### src/rtl/apb_timer_slave.sv
// APB completer for an 8-bit up-counter timer (STATUS/GOAL/CURR registers).
// Define APB_TIMER_WAIT_EN to insert one wait state per access; undefined is zero-wait.
module apb_timer_slave #(
    parameter int ADDR_W    = 2,
    parameter int DATA_W    = 8,
    parameter int BASE_ADDR = 0,
    parameter int TICK_DIV  = 1
) (
    input  logic              clk,
    input  logic              preset,
    input  logic              psel,
    input  logic              penable,
    input  logic              pwrite,
    input  logic [ADDR_W-1:0] paddr,
    input  logic [DATA_W-1:0] pwdata,
    output logic [DATA_W-1:0] prdata,
    output logic              pready,
    output logic              pslverr,
    output logic              irq
);

    localparam int DIV_W = (TICK_DIV > 1) ? $clog2(TICK_DIV) : 1;

    typedef enum logic [1:0] {
        ST_IDLE  = 2'd0,
        ST_RUN   = 2'd1,
        ST_DONE  = 2'd2,
        ST_PAUSE = 2'd3
    } state_e;

    state_e            state_q, state_d;
    logic [DATA_W-1:0] curr_q, curr_d;
    logic [DATA_W-1:0] goal_q, goal_d;
    logic [DIV_W-1:0]  div_q, div_d;
    logic              irq_q;

    logic [ADDR_W-1:0] off;
    logic              mapped, is_status, is_goal, is_curr;
    logic              access, wr_acc, rd_acc, sts_wr, goal_wr;
    logic              tick, sts_hit;
    logic [DATA_W-1:0] curr_inc;

    assign off       = paddr - ADDR_W'(BASE_ADDR);
    assign mapped    = off < ADDR_W'(3);
    assign is_status = off == ADDR_W'(0);
    assign is_goal   = off == ADDR_W'(1);
    assign is_curr   = off == ADDR_W'(2);

`ifdef APB_TIMER_WAIT_EN
    // Set in the first ACCESS cycle, so pready rises in the second one; drops
    // after completion or whenever the bus leaves ACCESS.
    logic wait_q;
    always_ff @(posedge clk) begin
        if (preset) wait_q <= 1'b0;
        else        wait_q <= psel & penable & ~wait_q;
    end
    assign pready = psel & penable & wait_q & ~preset;
`else
    assign pready = psel & penable & ~preset;
`endif

    assign access  = pready;
    assign wr_acc  = access & pwrite;
    assign rd_acc  = access & ~pwrite;
    assign sts_wr  = wr_acc & is_status;
    assign goal_wr = wr_acc & is_goal;

    assign tick     = div_q == DIV_W'(TICK_DIV - 1);
    assign curr_inc = curr_q + DATA_W'(1);

    always_comb begin
        state_d = state_q;
        curr_d  = curr_q;
        div_d   = div_q;
        goal_d  = goal_wr ? pwdata : goal_q;
        sts_hit = 1'b0;

        if (sts_wr) begin
            if (pwdata[1]) begin
                if (state_q == ST_RUN) begin
                    state_d = ST_PAUSE;
                    sts_hit = 1'b1;
                end
            end else if (pwdata[0]) begin
                case (state_q)
                    ST_IDLE, ST_DONE: begin
                        state_d = ST_RUN;
                        curr_d  = '0;
                        div_d   = '0;
                        sts_hit = 1'b1;
                    end
                    ST_PAUSE: begin
                        state_d = ST_RUN;
                        sts_hit = 1'b1;
                    end
                    default: ;
                endcase
            end
        end

        // A state-changing STATUS write preempts this cycle's count step.
        if (!sts_hit && state_q == ST_RUN) begin
            if (curr_q >= goal_q) begin
                state_d = ST_DONE;
            end else if (tick) begin
                div_d = '0;
                if (curr_inc >= goal_q) begin
                    curr_d  = goal_q;
                    state_d = ST_DONE;
                end else begin
                    curr_d = curr_inc;
                end
            end else begin
                div_d = div_q + DIV_W'(1);
            end
        end
    end

    always_ff @(posedge clk) begin
        if (preset) begin
            state_q <= ST_IDLE;
            curr_q  <= '0;
            goal_q  <= '0;
            div_q   <= '0;
            irq_q   <= 1'b0;
        end else begin
            state_q <= state_d;
            curr_q  <= curr_d;
            goal_q  <= goal_d;
            div_q   <= div_d;
            irq_q   <= state_d == ST_DONE;
        end
    end

    always_comb begin
        prdata = '0;
        if (rd_acc) begin
            if (is_status)    prdata = DATA_W'({state_q, 2'b00});
            else if (is_goal) prdata = goal_q;
            else if (is_curr) prdata = curr_q;
        end
    end

    assign pslverr = access & (~mapped | (pwrite & is_curr));
    assign irq     = irq_q;

endmodule

### config.mk
export PLATFORM = sky130hd
export DESIGN_NAME = apb_timer_slave
export DESIGN_NICKNAME = d
export VERILOG_FILES = /design/src/rtl/apb_timer_slave.sv
export SDC_FILE = /design/constraint.sdc
export NUM_CORES = 1
export LEC_CHECK = 0
export CAP_MARGIN = 30
export CORE_MARGIN = 4
export CORE_UTILIZATION = 45
export DETAILED_ROUTE_END_ITERATION = 8
export PLACE_DENSITY = 0.69
export REMOVE_ABC_BUFFERS = 1
export SKIP_CTS_REPAIR_TIMING = 1
export SLEW_MARGIN = 40
export SYNTH_ARGS = -nofsm -noshare
export SYNTH_HDL_FRONTEND = slang
export SYNTH_SLANG_ARGS = --single-unit
### constraint.sdc
create_clock -name clk -period 6.5 [get_ports clk]
set_clock_uncertainty 0.1 [all_clocks]
set_input_delay 0.65 -clock clk [delete_from_list [all_inputs] [get_ports clk]]
set_output_delay 0.65 -clock clk [all_outputs]
set_load 0.01 [all_outputs]
==> results of run 1 <==
[per-stage QoR]
step                hold WS, ps  instance area, um2  instances  setup slack [ps]
global route                456                1880        251              2670
CTS                         434                1880        251              2880
finish                      430                1880        251              2910
detailed placement          417                1830        247              2890
global placement            415                1830        247              2970
floorplan                   383                1520        176              4050
[cell families after synthesis]
kind of cell / after synthesis / synth area share (%)
muxes: 10 / 6.42
DFF: 20 / 25.7
xor gates and xnor gates: 6 / 3.37
AOI/OAI and AO/OA: 54 / 26.9
and+or+nand+nor: 58 / 18.8
adders and majority gates: 17 / 13.6
buffers and inverters: 19 / 5.21
[layout by cell type (no fill, tap or decap), types with 3 or more instances in the layout]
master | netlist | routed
nor2_1 | 25 | 25
clkdlybuf4s50_1 | 0 | 25
dfxtp_1 | 20 | 20
ha_1 | 17 | 17
inv_1 | 10 | 10
mux2i_1 | 10 | 10
nand2_1 | 9 | 9
a21oi_1 | 7 | 7
o21ai_0 | 9 | 7
a32o_1 | 7 | 7
a22oi_1 | 6 | 6
or3_1 | 6 | 6
nand3_1 | 4 | 4
xor2_1 | 4 | 4
nand2b_1 | 4 | 4
a21o_1 | 3 | 3
o21a_1 | 3 | 3
clkbuf_4 | 0 | 3
[worst paths after layout]
check	startpoint	end	slack (ps)	depth (start not counted)
max	preset	prdata[5]	2910	5
min	div_q$_SDFF_PP0_	div_q$_SDFF_PP0_	430	1
max reg2reg	curr_q[0]$_SDFF_PP0_	curr_q[2]$_SDFF_PP0_	3710	10
min reg2reg	div_q$_SDFF_PP0_	div_q$_SDFF_PP0_	430	1
[power breakdown]
part	internal [mW]	switching, mW
sequential	0.123	0.000635
combinational	0.0146	0.0146
clock	0.0623	0.0431
[registers in the layout (all words and copies together), names as in the netlist]
signal	flops
curr_q	8
goal_q	8
state_q	2
div_q	1
irq	1
[layout make-up]
type                    count  area, um2  share of cell area, %
multi-input cells         145       1080                   57.4
well taps                  46       57.6                   3.06
inverters                  11       41.3                   2.20
clock buffers               3       22.5                   1.20
flip-flops and latches     20        400                   21.3
clock inverters             1       30.0                   1.60
repair buffers             25        250                   13.3
[cell usage after synthesis, drive strengths merged, types with 2 or more instances]
cell	count	area (um2)
a2bb2oi	2	17.5
a22oi	6	45.0
a21o	3	22.5
o211ai	2	15.0
xor2	4	35.0
o21a	3	22.5
a32o	7	70.1
a41oi	2	17.5
a21oi	7	35.0
nor2	25	93.8
ha	17	213
inv	11	41.3
o21ai	9	45.0
buf	4	25.0
a221oi	2	17.5
nand2b	4	25.0
nor2b	2	12.5
mux2i	10	100
dfxtp	20	400
clkbuf	4	15.0
xnor2	2	17.5
or3	6	37.5
nand3	4	20.0
nand2	9	33.8
o211a	2	20.0
a31oi	2	12.5
[metal layers]
metal	wire length, um	share of wire, %	vias up	GRT usage (%)
li1	-	-	726	-
met1	1710	45	659	21.0
met2	1920	50	28	30.9
met3	122	3.2	10	4.22
met4	54	1.4	0	6.08
met5	0	0	-	0
==> impl_metrics.toml, run 1 <==
[final_layout]
drive_gt1_share_pct = 3.90
fin_util_pct = 56.4
nFillCells = 326
syn2layout_area_growth_pct = 20.5
nets = 238
n_antenna_cell = 0

[critical_path]
critPathMaxFanout = 16
crit_top_cell = "clkdlybuf4s50_1"
crit_slowest_cell = "clkdlybuf4s50_1"
crit_chain = "clkdlybuf4s50_1, and3b_1, nand2b_1, nor2_1, clkdlybuf4s50_1"
path_buf_inv = 2
critical-path-top-delay-family = "buffers and inverters"
crit_required_ps = 5750
worst_setup_path_start_kind = "input pin"
slowest_delay_ps = 720
worst_setup_path_end_kind = "primary output"
path_class = "input pin to primary output"
cp_data_arrival_time_ps = 2840

[synthesis]
synth_edf_count = 0
synthArstFlopShare_pct = 0
seq_area_frac_synth_pct = 25.7
syn_inst = 184
synth_area_mm2 = 0.00156
synth_warnings = 0
synth-main-ff-cell = "dfxtp_1"
avgSynthCellArea_um2 = 8.48
ys_types = 44
synth-seq-cells = 20

[power_and_ir_drop]
leakage_nw = 0.727
irDropWorstVdd_mv = 0.114
power_mw = 0.258
powerDensity_mw_per_mm2 = 137

[route]
vias_per_cell = 5.67
drc = 0
ant_nets = 0
dr.pass1.iters = 5
wl_um = 3810
vias = 1423
drt_iter0_markers = 69
wl_per_cell_um = 15.2

[clock_network]
cts_htree_levels = 1
path_clk_slew_ps = 120
clockBufferDepth = 2
clkSinkCount = 20
clk_latency_ps = 310
cts_tree = "yes"
clockRootBuffer = "clkbuf_4"
cts_inserted_buffers = 3

[floorplanning]
core.rowCount = 21
die_w_um = 66.9
design.core.area_mm2 = 0.00334
dieArea_mm2 = 0.00447
io-pin-count = 26
initial_core_util_pct = 46.8
die_y_um = 66.9

[grt]
overflow = 0
grt_pass1_vias = 1392
grtUsageTotal_pct = 17.7
grt_pass1_wl_um = 6080
antenna_found_initial = 0
grt_max_degree = 17

[sta]
rsz0062_at_grt = "no"
slew_viol_final = 0
worst_pin_slew_ps = 700
fin_tns_setup_ps = 0
max_freq_ghz = 0.279
setup_viol = 0
slew_headroom_pct = 53.0
post-route-period-util_pct = 55.2
min_period_ps = 3590
hold_viol_final = 0

[min_path]
hp-class = "flop to flop"

[placement]
place.gp.congestion = 0.867
hpwlAfterDp_um = 3040
io_buffers = 25

[outcome]
outcome = "finished, final reports clean"

[job]
maxCapViolCount = 0
Note: power is estimated with default switching activity, not from simulation.
==> run 2, diff against run 1 <==
- clock period: 6.5 -> 3.4 ns (I/O delays scaled with it)
==> impl_metrics.toml, run 2 (synthesized netlist as in run 1, its figures left out) <==
[outcome]
outcome = "finished, final reports clean"

[final_layout]
drive_gt1_share_pct = 4.37
reg_top3 = "curr_q (8), goal_q (8), state_q (2)"
nets = 239
n_antenna_cell = 0
final_cell_mix = "nor2_1 (25), clkdlybuf4s50_1 (25), dfxtp_1 (20)"
syn2layout_area_growth_pct = 20.0

[sta]
hold_viol_final = 0
slew_viol_final = 0
max_freq_ghz = 0.364
slew_headroom_pct = 54.6
fin_ws_ps = 650
post-route-period-util_pct = 80.9
worst_pin_slew_ps = 676
setup_viol = 0
rsz0062_at_grt = "no"
fin_tns_setup_ps = 0
min_period_ps = 2750

[route]
dr.pass1.iters = 4
vias_per_cell = 5.67
drt_iter0_markers = 99
vias = 1429
wl_per_cell_um = 14.7
wl_um = 3710
drc = 0
ant_nets = 0

[floorplanning]
design.core.area_mm2 = 0.00334
initial_core_util_pct = 46.8
dieArea_mm2 = 0.00447
die_y_um = 66.9
core.rowCount = 21
die_w_um = 66.9
io-pin-count = 26

[critical_path]
crit_top_cell = "clkdlybuf4s50_1"
crit_chain = "clkdlybuf4s50_1, nor2b_1, a22oi_1, nor2_1, clkdlybuf4s50_1"
path_class = "input pin to primary output"
startpoint = "paddr[1]"
critical-path-top-delay-family = "buffers and inverters"
crit_required_ps = 2960
critPathMaxFanout = 8
worst_setup_path_start_kind = "input pin"
worst_setup_path_end_kind = "primary output"
path_buf_inv = 2
r2r_cells = 10
slowest_delay_ps = 590
timing.rr.start = "curr_q[0]$_SDFF_PP0_"
r2r-end = "curr_q[5]$_SDFF_PP0_"
crit_slowest_cell = "clkdlybuf4s50_1"
rrSetupSlack_ps = 710
endpoint = "prdata[1]"
worstSetupPathDepth = 5
cp_data_arrival_time_ps = 2310

[clock_network]
path_clk_slew_ps = 110
cts_htree_levels = 1
clockBufferDepth = 2
cts_inserted_buffers = 3
clk_latency_ps = 310
clkSinkCount = 20
clockRootBuffer = "clkbuf_4"
cts_tree = "yes"

[placement]
place.gp.congestion = 0.929
io_buffers = 25
post-place-ws_ps = 505
hpwlAfterDp_um = 2980

[power_and_ir_drop]
powerDensity_mw_per_mm2 = 234
leakage_nw = 0.725
irDropWorstVdd_mv = 0.166

[grt]
antenna_found_initial = 0
overflow = 0
grt_max_degree = 16
grt_pass1_vias = 1342
grt_pass1_wl_um = 6090
grtUsageTotal_pct = 17.5

[min_path]
hp-class = "flop to flop"

[job]
maxCapViolCount = 0
## run 2: layout make-up
class                   instances  area, um2
well taps                      46       57.6
multi-input cells             145       1080
flip-flops and latches         20        400
clock buffers                   4       36.3
fillers                       328       1470
repair buffers                 26        258
inverters                      11       41.3
## run 2: how the worst min path moves through the flow
stage | depth (start not counted) | end | slack, ps | from
3_5_place_dp | 2 | goal_q[7]$_SDFFE_PP0P_ | 410 | goal_q[7]$_SDFFE_PP0P_
4_1_cts | 1 | div_q$_SDFF_PP0_ | 440 | div_q$_SDFF_PP0_
5_1_grt | 1 | div_q$_SDFF_PP0_ | 460 | div_q$_SDFF_PP0_
3_3_place_gp | 1 | div_q$_SDFF_PP0_ | 410 | div_q$_SDFF_PP0_
2_1_floorplan | 1 | goal_q[0]$_SDFFE_PP0P_ | 310 | preset
6_report | 1 | div_q$_SDFF_PP0_ | 430 | div_q$_SDFF_PP0_
## run 2: per-layer routing
layer / up-vias / part of all wire (%) / track usage [%]
met3: 6 / 3.7 / 4.38
met2: 27 / 51 / 30.3
li1: 727 / - / -
met5: - / 0 / 0
met1: 669 / 44 / 21.5
met4: 0 / 1.2 / 4.30
## run 2: power breakdown
group	internal (mW)	switching [mW]	leakage, nW
clock	0.0654	0.0797	0.0210
sequential	0.235	0.00123	0.161
combinational	0.0286	0.0282	0.543
## run 2: worst register-to-register path, delay by kind of cell (launching register included)
kind	cells	cell delay [ps]
AND/OR/NAND/NOR	5	880
flip-flops	1	470
XOR/XNOR	1	200
AO/OA/AOI/OAI	2	490
adder cells (fa/ha/maj)	2	490
## run 2: through the flow
| stage | instance area, um2 | instances | utilization, % | total power, mW | hold WS (ps) |
|---|---|---|---|---|---|
| after floorplan | 1520 | 176 | - | 0.267 | 312 |
| after global placement | 1840 | 248 | 55.0 | 0.297 | 411 |
| after detailed placement | 1840 | 248 | 55.0 | 0.298 | 415 |
| after CTS | 1870 | 252 | 56.1 | 0.441 | 437 |
| after global routing | 1870 | 252 | 56.1 | 0.454 | 462 |
| final | 1870 | 252 | 56.1 | 0.439 | 434 |
==> run 3, diff against run 2 <==
- PLACE_DENSITY: 0.69 -> 0.72
- clock period: 3.4 -> 2.4 ns (I/O delays scaled with it)
==> impl_metrics.toml, run 3 (synthesized netlist as in run 1, its figures left out) <==
[outcome]
outcome = "finished, violations left"
violations = "setup timing"

[final_layout]
nets = 267
reg_top3 = "curr_q (8), goal_q (8), state_q (2)"
n_antenna_cell = 0
regArea_um2 = 410
multiInputGateArea_mm2 = 0.00118
layout_commonest_cell = "buf_4"
syn2layout_area_growth_pct = 41.0
fin_util_pct = 65.9
postLayoutCellArea_mm2 = 0.00220
drive_gt1_share_pct = 25.6
final_cell_mix = "buf_4 (26), clkdlybuf4s50_1 (24), nor2_1 (23)"
nFillCells = 276

[power_and_ir_drop]
comb_power_share_pct = 14.4
internal_power_mw = 0.471
switching_share_pct = 25.5
power_mw = 0.633
pwr-share-seq_pct = 52.7
leakage_nw = 0.903
powerDensity_mw_per_mm2 = 288
p_switching_mw = 0.161
power.share.clock_pct = 33.0
irDropWorstVdd_mv = 0.177

[floorplanning]
die_y_um = 66.9
core.rowCount = 21
die_w_um = 66.9
initial_core_util_pct = 46.8
design.core.area_mm2 = 0.00334
dieArea_mm2 = 0.00447
io-pin-count = 26

[critical_path]
path_class = "flop to flop"
timing.rr.start = "curr_q[1]$_SDFF_PP0_"
cp_data_arrival_time_ps = 2650
worst_setup_path_end_kind = "flop"
crit_chain = "nand4_1, nor3_2, xor2_1, ha_1, a21oi_2, o21ai_2, buf_6, or3_1, a32o_1"
startpoint = "curr_q[1]$_SDFF_PP0_"
critPathMaxFanout = 6
crit_slowest_cell = "dfxtp_4"
slowest_delay_ps = 390
worst_setup_path_start_kind = "flop"
crit_required_ps = 2520

[sta]
min_period_ps = 2540
hold_viol_final = 0
fin_ws_ps = -137
max_freq_ghz = 0.394
slew_viol_final = 0
slew_headroom_pct = 66.9
fin_hold_ws_ps = 432
post-route-period-util_pct = 106
rsz0062_at_grt = "yes"
worst_pin_slew_ps = 497
fin_tns_setup_ps = -685
setup_viol = 8

[route]
drt_iter0_markers = 119
vias = 1627
vias_per_cell = 5.81
ant_nets = 0
dr.pass1.iters = 4
wl_per_cell_um = 16.4
wl_um = 4580
drc = 0

[min_path]
hp-class = "input pin to flop"
hold_start = "pwdata[3]"

[placement]
io_buffers = 25
place.gp.congestion = 0.901
placedInstanceArea_mm2 = 0.00198
hpwlAfterDp_um = 3180

[clock_network]
cts_inserted_buffers = 3
clk_latency_ps = 310
clockBufferDepth = 2
clockRootBuffer = "clkbuf_4"
cts_tree = "yes"
path_clk_slew_ps = 120
clkSinkCount = 20
cts_htree_levels = 1

[grt]
antenna_found_initial = 0
grtUsageTotal_pct = 19.2
grt_max_degree = 16
grt_pass1_vias = 1493
grt_pass1_wl_um = 6650
overflow = 0

[job]
maxCapViolCount = 0
## run 3: cell count changes in the layout (fill, tap and decap cells not counted), sizes merged
cell | before | now
o21a | 3 | 4
dlymetal6s2s | 0 | 1
buf | 1 | 28
clkdlybuf4s50 | 25 | 24
## run 3: cell type report
type | count | share of cell area (%)
well taps | 46 | 2.62
multi-input cells | 146 | 53.8
clock buffers | 4 | 1.65
inverters | 11 | 1.88
repair buffers | 53 | 21.4
flip-flops and latches | 20 | 18.7
## run 3: worst paths after layout
| kind | slack [ps] | to | cells after the start |
|---|---|---|---|
| max | -140 | curr_q[7]$_SDFF_PP0_ | 9 |
| min reg2reg | 440 | div_q$_SDFF_PP0_ | 1 |
| min | 430 | goal_q[3]$_SDFFE_PP0P_ | 3 |
| max reg2reg | -140 | curr_q[7]$_SDFF_PP0_ | 9 |
## run 3: critical path: cells and delay by family, from the launching register on
kind / cells / cell delay (ps)
XOR/XNOR: 1 / 240
AO/OA/AOI/OAI: 3 / 570
buffers and inverters: 1 / 140
adder cells (fa/ha/maj): 1 / 330
AND/OR/NAND/NOR: 3 / 670
flip-flops: 1 / 390
## run 3: metal layers
layer | global-route usage [%] | up-vias | routed length (um)
met5 | 0 | - | 0
met3 | 2.36 | 12 | 199
li1 | - | 785 | -
met1 | 22.9 | 777 | 1820
met2 | 34.9 | 53 | 2440
met4 | 6.33 | 0 | 114
## run 3: per-stage QoR
step | instances | setup WS, ps
after floorplan | 176 | -54.7
after global placement | 267 | -120
after detailed placement | 267 | -189
after CTS | 271 | -203
after global routing | 280 | -148
final | 280 | -137
## run 3: power by group through the flow
stage	Sequential [mW]	Clock [mW]	Combinational, mW
floorplan	0.342	0	0.0358
global placement	0.343	0	0.0822
detailed placement	0.343	0	0.0846
CTS	0.335	0.213	0.0849
global route	0.333	0.224	0.0979
finish	0.333	0.209	0.0908
